<file path="src/rtl/mux_scan_pkg.sv">
// Shared types and helpers for the 4:1 mux address sequencer.
// Includes the round-robin search used to step through enabled channels.
package mux_scan_pkg;

  localparam int unsigned NUM_CH = 4;
  localparam int unsigned ADDR_W = 2;

  typedef enum logic [0:0] {
    StIdle,
    StSettle
  } state_e;

  // Returns {last, next}: next is the first set bit above current, wrapping to the
  // lowest set bit; last is set when no enabled channel lies above current.
  function automatic logic [ADDR_W:0] next_enabled(input logic [NUM_CH-1:0] mask,
                                                   input logic [ADDR_W-1:0] current);
    logic [ADDR_W-1:0] nxt;
    logic              found;
    nxt   = '0;
    found = 1'b0;
    for (int i = NUM_CH - 1; i >= 0; i--) begin
      if (mask[i] && (i > int'(current))) begin
        nxt   = ADDR_W'(i);
        found = 1'b1;
      end
    end
    if (!found) begin
      for (int i = NUM_CH - 1; i >= 0; i--) begin
        if (mask[i]) nxt = ADDR_W'(i);
      end
    end
    return {~found, nxt};
  endfunction

endpackage

</file>
<file path="src/rtl/rr_next_channel.sv">
// Combinational round-robin next-index finder over an enable mask.
// Width follows the package constants so wider muxes only need a package change.
module rr_next_channel
  import mux_scan_pkg::*;
(
  input  logic [NUM_CH-1:0] mask,
  input  logic [ADDR_W-1:0] current,
  output logic [ADDR_W-1:0] next,
  output logic              last
);

  logic [ADDR_W:0] res;

  always_comb begin
    res  = next_enabled(mask, current);
    next = res[ADDR_W-1:0];
    last = res[ADDR_W];
  end

endmodule

</file>
<file path="src/rtl/mux_scan_controller.sv">
// Round-robin address sequencer and sampler for a 4:1 structural mux.
// Holds each enabled address for DWELL cycles, then captures mux_out into sample.
module mux_scan_controller
  import mux_scan_pkg::*;
#(
  parameter int unsigned DWELL = 4,
  parameter int unsigned CNT_W = 8
) (
  input  logic              clk,
  input  logic              rst_n,
  input  logic              start,
  input  logic              single,
  input  logic              stop,
  input  logic [NUM_CH-1:0] chan_en,
  input  logic              mux_out,
  output logic              addr0,
  output logic              addr1,
  output logic              busy,
  output logic [NUM_CH-1:0] sample,
  output logic              sample_valid,
  output logic              sweep_done
);

  // DWELL=0 is treated as a one-cycle dwell.
  localparam logic [CNT_W-1:0] Reload = (DWELL == 0) ? '0 : CNT_W'(DWELL - 1);

  state_e            state_q, state_d;
  logic [NUM_CH-1:0] en_q, en_d;
  logic              single_q, single_d;
  logic              stop_q, stop_d;
  logic [CNT_W-1:0]  cnt_q, cnt_d;
  logic [ADDR_W-1:0] addr_q, addr_d;
  logic [NUM_CH-1:0] sample_q, sample_d;
  logic              valid_q, valid_d;
  logic              done_q, done_d;

  logic [ADDR_W-1:0] adv_ch, low_ch;
  logic              adv_last, unused_low_last;

  rr_next_channel u_adv (
    .mask    (en_q),
    .current (addr_q),
    .next    (adv_ch),
    .last    (adv_last)
  );

  // Searching from the top index always wraps, yielding the lowest enabled channel.
  rr_next_channel u_low (
    .mask    (chan_en),
    .current ({ADDR_W{1'b1}}),
    .next    (low_ch),
    .last    (unused_low_last)
  );

  always_ff @(posedge clk or negedge rst_n) begin
    if (!rst_n) begin
      state_q  <= StIdle;
      en_q     <= '0;
      single_q <= 1'b0;
      stop_q   <= 1'b0;
      cnt_q    <= '0;
      addr_q   <= '0;
      sample_q <= '0;
      valid_q  <= 1'b0;
      done_q   <= 1'b0;
    end else begin
      state_q  <= state_d;
      en_q     <= en_d;
      single_q <= single_d;
      stop_q   <= stop_d;
      cnt_q    <= cnt_d;
      addr_q   <= addr_d;
      sample_q <= sample_d;
      valid_q  <= valid_d;
      done_q   <= done_d;
    end
  end

  always_comb begin
    state_d  = state_q;
    en_d     = en_q;
    single_d = single_q;
    stop_d   = stop_q;
    cnt_d    = cnt_q;
    addr_d   = addr_q;
    sample_d = sample_q;
    valid_d  = 1'b0;
    done_d   = 1'b0;
    unique case (state_q)
      StIdle: begin
        if (start && (chan_en != '0)) begin
          en_d     = chan_en;
          single_d = single;
          addr_d   = low_ch;
          cnt_d    = Reload;
          state_d  = StSettle;
        end
      end
      StSettle: begin
        if (stop) stop_d = 1'b1;
        if (cnt_q == '0) begin
          sample_d[addr_q] = mux_out;
          valid_d          = 1'b1;
          cnt_d            = Reload;
          if (adv_last) begin
            done_d = 1'b1;
            if (single_q || stop_q || stop) begin
              state_d = StIdle;
              stop_d  = 1'b0;
            end else begin
              // Sweep boundary: pick up any mask change made during the sweep.
              en_d = chan_en;
              if (chan_en == '0) state_d = StIdle;
              else               addr_d  = low_ch;
            end
          end else begin
            addr_d = adv_ch;
          end
        end else begin
          cnt_d = cnt_q - CNT_W'(1);
        end
      end
      default: state_d = StIdle;
    endcase
  end

  always_comb begin
    busy         = (state_q == StSettle);
    addr0        = addr_q[0];
    addr1        = addr_q[1];
    sample       = sample_q;
    sample_valid = valid_q;
    sweep_done   = done_q;
  end

endmodule

</file>
<file path="config.mk">
export PLATFORM = sky130hd
export DESIGN_NAME = mux_scan_controller
export DESIGN_NICKNAME = d
export VERILOG_FILES = /design/src/rtl/mux_scan_pkg.sv /design/src/rtl/rr_next_channel.sv /design/src/rtl/mux_scan_controller.sv
export SDC_FILE = /design/constraint.sdc
export NUM_CORES = 1
export LEC_CHECK = 0
export CAP_MARGIN = 25
export CORE_ASPECT_RATIO = 0.9
export CORE_MARGIN = 2
export CORE_UTILIZATION = 51
export DETAILED_ROUTE_END_ITERATION = 10
export MAX_ROUTING_LAYER = met4
export PLACE_DENSITY = 0.88
export REMOVE_ABC_BUFFERS = 1
export SLEW_MARGIN = 20
export SYNTH_ARGS = -nofsm -noshare
export SYNTH_HDL_FRONTEND = slang
export SYNTH_SLANG_ARGS = --single-unit
export TNS_END_PERCENT = 10
</file>
<file path="constraint.sdc">
create_clock -name clk -period 2.8 [get_ports clk]
set_input_delay 0.56 -clock clk [delete_from_list [all_inputs] [get_ports clk]]
set_output_delay 0.56 -clock clk [all_outputs]
set_load 0.05 [all_outputs]
</file>
==> impl_results.html <==
<table>
<tr><th>Metric</th><th>Value</th></tr>
<tr><th colspan="2">Route</th></tr>
<tr><td>Average vias per placed instance</td><td>5.795</td></tr>
<tr><td>Number of DRC violations after detailed routing</td><td>0</td></tr>
<tr><td>Routed length per instance</td><td>15.26 um</td></tr>
<tr><td>Wire length reported by the detailed router</td><td>2.381 mm</td></tr>
<tr><td>Vias post-DR</td><td>904</td></tr>
<tr><td>Starting DRT DRC Count</td><td>30</td></tr>
<tr><td>First drt pass iteration count</td><td>4</td></tr>
<tr><td>Residual antenna-violating net count after detailed routing</td><td>0</td></tr>
<tr><th colspan="2">STA</th></tr>
<tr><td>Fmax</td><td>446.6 MHz</td></tr>
<tr><td>Tcrit/Tclk final</td><td>79.98%</td></tr>
<tr><td>Final worst clock skew</td><td>0.007902 ns</td></tr>
<tr><td>Final TNS setup</td><td>0 ns</td></tr>
<tr><td>RSZ-0062 raised after global routing</td><td>no</td></tr>
<tr><td>Count of final hold-check violations</td><td>0</td></tr>
<tr><td>Final min period</td><td>2.239 ns</td></tr>
<tr><td>Worst-margin pin slew</td><td>0.4986 ns</td></tr>
<tr><td>Worst slew slack as a fraction of its limit</td><td>66.65%</td></tr>
<tr><td>Smallest setup slack after layout</td><td>0.5606 ns</td></tr>
<tr><td>Max-slew violation count</td><td>0</td></tr>
<tr><td>Count of endpoints failing setup in the final report</td><td>0</td></tr>
<tr><th colspan="2">Worst setup path</th></tr>
<tr><td>Launch instance of the worst register-to-register path</td><td>cnt_q[0]</td></tr>
<tr><td>Element type at the critical path start</td><td>flop</td></tr>
<tr><td>Kind of critical path</td><td>reg -&gt; out</td></tr>
<tr><td>Required time worst endpoint</td><td>2.24 ns</td></tr>
<tr><td>Critical path cell sequence</td><td>clkdlybuf4s50_1</td></tr>
<tr><td>Arrival @ worst endpoint</td><td>1.68 ns</td></tr>
<tr><td>Crit-path max FO</td><td>9</td></tr>
<tr><td>Depth of the worst register-to-register path</td><td>7</td></tr>
<tr><td>Worst reg2reg path endpoint</td><td>addr_q[0]</td></tr>
<tr><td>Number of buffers and inverters on the critical path</td><td>1</td></tr>
<tr><td>Worst-case register-to-register setup slack</td><td>0.72 ns</td></tr>
<tr><td>Critical path's top delay family</td><td>buffers and inverters</td></tr>
<tr><td>Slowest cell on the critical path</td><td>sky130_fd_sc_hd__clkdlybuf4s50_1</td></tr>
<tr><td>Maximum cell stage delay along the critical path</td><td>0.86 ns</td></tr>
<tr><td>Setup crit end kind</td><td>output port</td></tr>
<tr><th colspan="2">Clocking</th></tr>
<tr><td>Number of buffers added by the clock tree synthesis step</td><td>3</td></tr>
<tr><td>Number of buffers added to fix hold violations after cts</td><td>0</td></tr>
<tr><td>Clock slew at the register clock pins of the worst setup and hold paths</td><td>0.13 ns</td></tr>
<tr><td>Clock network latency to the later pin of the worst-skew pair</td><td>0.31 ns</td></tr>
<tr><td>CTS tree</td><td>done</td></tr>
<tr><td>Total setup buffers inserted after CTS</td><td>0</td></tr>
<tr><td>Clock net sink count</td><td>22</td></tr>
<tr><td>Root buffer cell</td><td>sky130_fd_sc_hd__clkbuf_4</td></tr>
<tr><td>Count of H-tree levels built during CTS</td><td>1</td></tr>
<tr><td>Resize count post-CTS</td><td>0</td></tr>
<tr><td>Bufs on Longest Clock Path</td><td>2</td></tr>
<tr><th colspan="2">Synth</th></tr>
<tr><td>Synth area leaders</td><td>sky130_fd_sc_hd__dfrtp_1 49%, sky130_fd_sc_hd__mux2_1 5.0%, sky130_fd_sc_hd__mux2_2 5.0%</td></tr>
<tr><td>Most frequently used flop master after synthesis</td><td>sky130_fd_sc_hd__dfrtp_1</td></tr>
<tr><td>Count of state elements after synthesis</td><td>22</td></tr>
<tr><td>Post-synthesis sequential area ratio</td><td>48.51%</td></tr>
<tr><td>Proportion of synthesized flip-flops having asynchronous set or reset</td><td>100.0%</td></tr>
<tr><td>Synth top cells by count</td><td>22 x sky130_fd_sc_hd__dfrtp_1, 11 x sky130_fd_sc_hd__nor2_1, 8 x sky130_fd_sc_hd__a21oi_1, 8 x sky130_fd_sc_hd__o21ai_0, 7 x sky130_fd_sc_hd__nand2_1</td></tr>
<tr><td>Yosys warning total</td><td>0</td></tr>
<tr><td>Area share of the largest cell type after synthesis</td><td>48.51%</td></tr>
<tr><td>Combined area of all synthesized cells</td><td>1135 um^2</td></tr>
<tr><td>Most common cell in the netlist</td><td>sky130_fd_sc_hd__dfrtp_1</td></tr>
<tr><td>Post-Syn Instances</td><td>107</td></tr>
<tr><td>Largest area contributor in the synthesized netlist</td><td>sky130_fd_sc_hd__dfrtp_1</td></tr>
<tr><td>Count of unique library cells instantiated by Yosys</td><td>36</td></tr>
<tr><td>Number of enable-type register cells in the synthesized netlist</td><td>0</td></tr>
<tr><td>Synth Area per Inst</td><td>10.61 um^2</td></tr>
<tr><th colspan="2">Placement</th></tr>
<tr><td>Final weighted congestion in routability-driven placement</td><td>0.8019</td></tr>
<tr><td>Total instance count after detailed placement</td><td>152</td></tr>
<tr><td>Setup Slack @ Placement</td><td>0.4175 ns</td></tr>
<tr><td>Half-perimeter wire length after placement</td><td>1.756 mm</td></tr>
<tr><td>Number of I/O port buffers</td><td>18</td></tr>
<tr><th colspan="2">Global routing</th></tr>
<tr><td>Number of antenna violations at the first check in global routing</td><td>0</td></tr>
<tr><td>Total GRT Usage</td><td>21.79%</td></tr>
<tr><td>Largest net degree at the start of global routing</td><td>23</td></tr>
<tr><td>Sum of overflow across all layers after global routing</td><td>0</td></tr>
<tr><td>Via count of the first global-routing pass</td><td>968</td></tr>
<tr><td>First-pass GRT wire length</td><td>4.091 mm</td></tr>
<tr><th colspan="2">Layout</th></tr>
<tr><td>Final standard cell utilization of the core</td><td>65.42%</td></tr>
<tr><td>Final net count</td><td>142</td></tr>
<tr><td>Footprint of the multi-input gates</td><td>550.5 um^2</td></tr>
<tr><td>Syn-to-layout area delta</td><td>23.48%</td></tr>
<tr><td>Area used by sequential logic in the layout</td><td>550.5 um^2</td></tr>
<tr><td>Fraction of layout cells with a size suffix above 1</td><td>13.95%</td></tr>
<tr><td>FILL cells</td><td>174</td></tr>
<tr><td>Number of inserted diodes</td><td>0</td></tr>
<tr><td>Final Non-Filler Cells</td><td>156</td></tr>
<tr><th colspan="2">Die</th></tr>
<tr><td>Cell Rows</td><td>16</td></tr>
<tr><td>Overall die height</td><td>48.75 um</td></tr>
<tr><td>Core area</td><td>2142 um^2</td></tr>
<tr><td>Starting Density</td><td>52.98%</td></tr>
<tr><td>X dimension of the die</td><td>53.73 um</td></tr>
<tr><td>Number of placed I/O pins</td><td>19</td></tr>
<tr><td>Die Footprint</td><td>2619 um^2</td></tr>
<tr><th colspan="2">Run status</th></tr>
<tr><td>Outcome</td><td>completed</td></tr>
<tr><th colspan="2">Worst hold path</th></tr>
<tr><td>Type of the most critical hold path</td><td>reg -&gt; reg</td></tr>
<tr><td>Worst Min Path Start</td><td>sample[3]</td></tr>
<tr><td>Hold Path Cell Cnt</td><td>1</td></tr>
<tr><td>Terminating pin of the worst hold path</td><td>sample[3]</td></tr>
<tr><th colspan="2">Power</th></tr>
<tr><td>Cell Pwr Density</td><td>1125 nW/um^2</td></tr>
<tr><td>Reported leakage power</td><td>0.5942 nW</td></tr>
<tr><td>Maximum resistive drop on vdd</td><td>0.0007558 V</td></tr>
<tr><th colspan="2">Job</th></tr>
<tr><td>Maximum capacitance violations</td><td>0</td></tr>
</table>
worst register-to-register path, cell delays in order, from the launching register on:
cell                        delay [ns]
sky130_fd_sc_hd__dfrtp_1          0.44
sky130_fd_sc_hd__inv_1            0.10
sky130_fd_sc_hd__ha_1             0.15
sky130_fd_sc_hd__or4b_4           0.49
sky130_fd_sc_hd__nor2_4           0.11
sky130_fd_sc_hd__and2_4           0.20
sky130_fd_sc_hd__a2bb2oi_4        0.16
sky130_fd_sc_hd__mux2_1           0.33
worst max path at each step:
stage	startpoint	end	cells past startpoint
detailed placement	chan_en[2]	en_q[3]	6
global placement	chan_en[2]	en_q[3]	6
finish	addr_q[0]	addr0	1
floorplan	cnt_q[0]	addr_q[1]	7
global route	addr_q[0]	addr0	1
CTS	addr_q[1]	addr1	1
layout by cell type, fill, tap and decap left out, types with 2 or more instances in the layout:
cell	count
sky130_fd_sc_hd__a21o_1	2
sky130_fd_sc_hd__a21oi_1	8
sky130_fd_sc_hd__buf_4	2
sky130_fd_sc_hd__clkbuf_4	3
sky130_fd_sc_hd__clkdlybuf4s50_1	18
sky130_fd_sc_hd__dfrtp_1	22
sky130_fd_sc_hd__ha_1	2
sky130_fd_sc_hd__inv_1	5
sky130_fd_sc_hd__mux2_1	5
sky130_fd_sc_hd__mux2_2	5
sky130_fd_sc_hd__nand2_1	7
sky130_fd_sc_hd__nand3_1	5
sky130_fd_sc_hd__nor2_1	11
sky130_fd_sc_hd__nor3_1	3
sky130_fd_sc_hd__o21ai_0	8
stage by stage:
stage | total power, mW | instance area (um^2) | hold WS [ns]
global route | 1.684 | 1401 | 0.5309
global placement | 1.287 | 1349 | 0.4726
detailed placement | 1.334 | 1349 | 0.4799
floorplan | 1.102 | 1120 | 0.2644
finish | 1.577 | 1401 | 0.5036
CTS | 1.584 | 1401 | 0.5096
cells by family (layout without fill, tap and decap cells):
family	Yosys count	count (layout)	share of synthesized area [%]
AOI/OAI and AO/OA	30	30	18.86
xor gates and xnor gates	1	1	0.7719
adders and majority gates	2	2	2.205
buffers and inverters	7	29	2.977
DFF	22	22	48.51
muxes	10	10	9.922
and+or+nand+nor	35	35	16.76
area by class of cell:
type	instances	area share (%)
Timing Repair Buffer	20	13.93
Clock inverter	1	2.143
Sequential cell	22	39.29
Multi-Input combinational cell	78	39.29
Clock buffer	3	1.607
Inverter	5	1.339
Tap cell	27	2.411
power breakdown:
group          switching [mW]  internal [mW]  total, mW
Sequential              0.132          0.452      0.584
Combinational           0.432          0.317      0.749
Clock                  0.0994          0.145      0.244
metal layers:
metal	GRT usage, %	wire length (um)	vias up	part of all wire [%]
li1	-	-	427	-
met1	23.17	938	435	39
met2	36.38	1250	34	52
met3	8.025	141	8	5.9
met4	7.265	50	0	2.1
met5	-	0	-	0
sequential cells by signal, summed over array words and instances, names as in the netlist:
register and count:
cnt_q 8, sample 4, en_q 3, addr_q 2
busy 1, sample_valid 1, single_q 1, stop_q 1
sweep_done 1
Note: power is estimated with default switching activity, not from simulation.
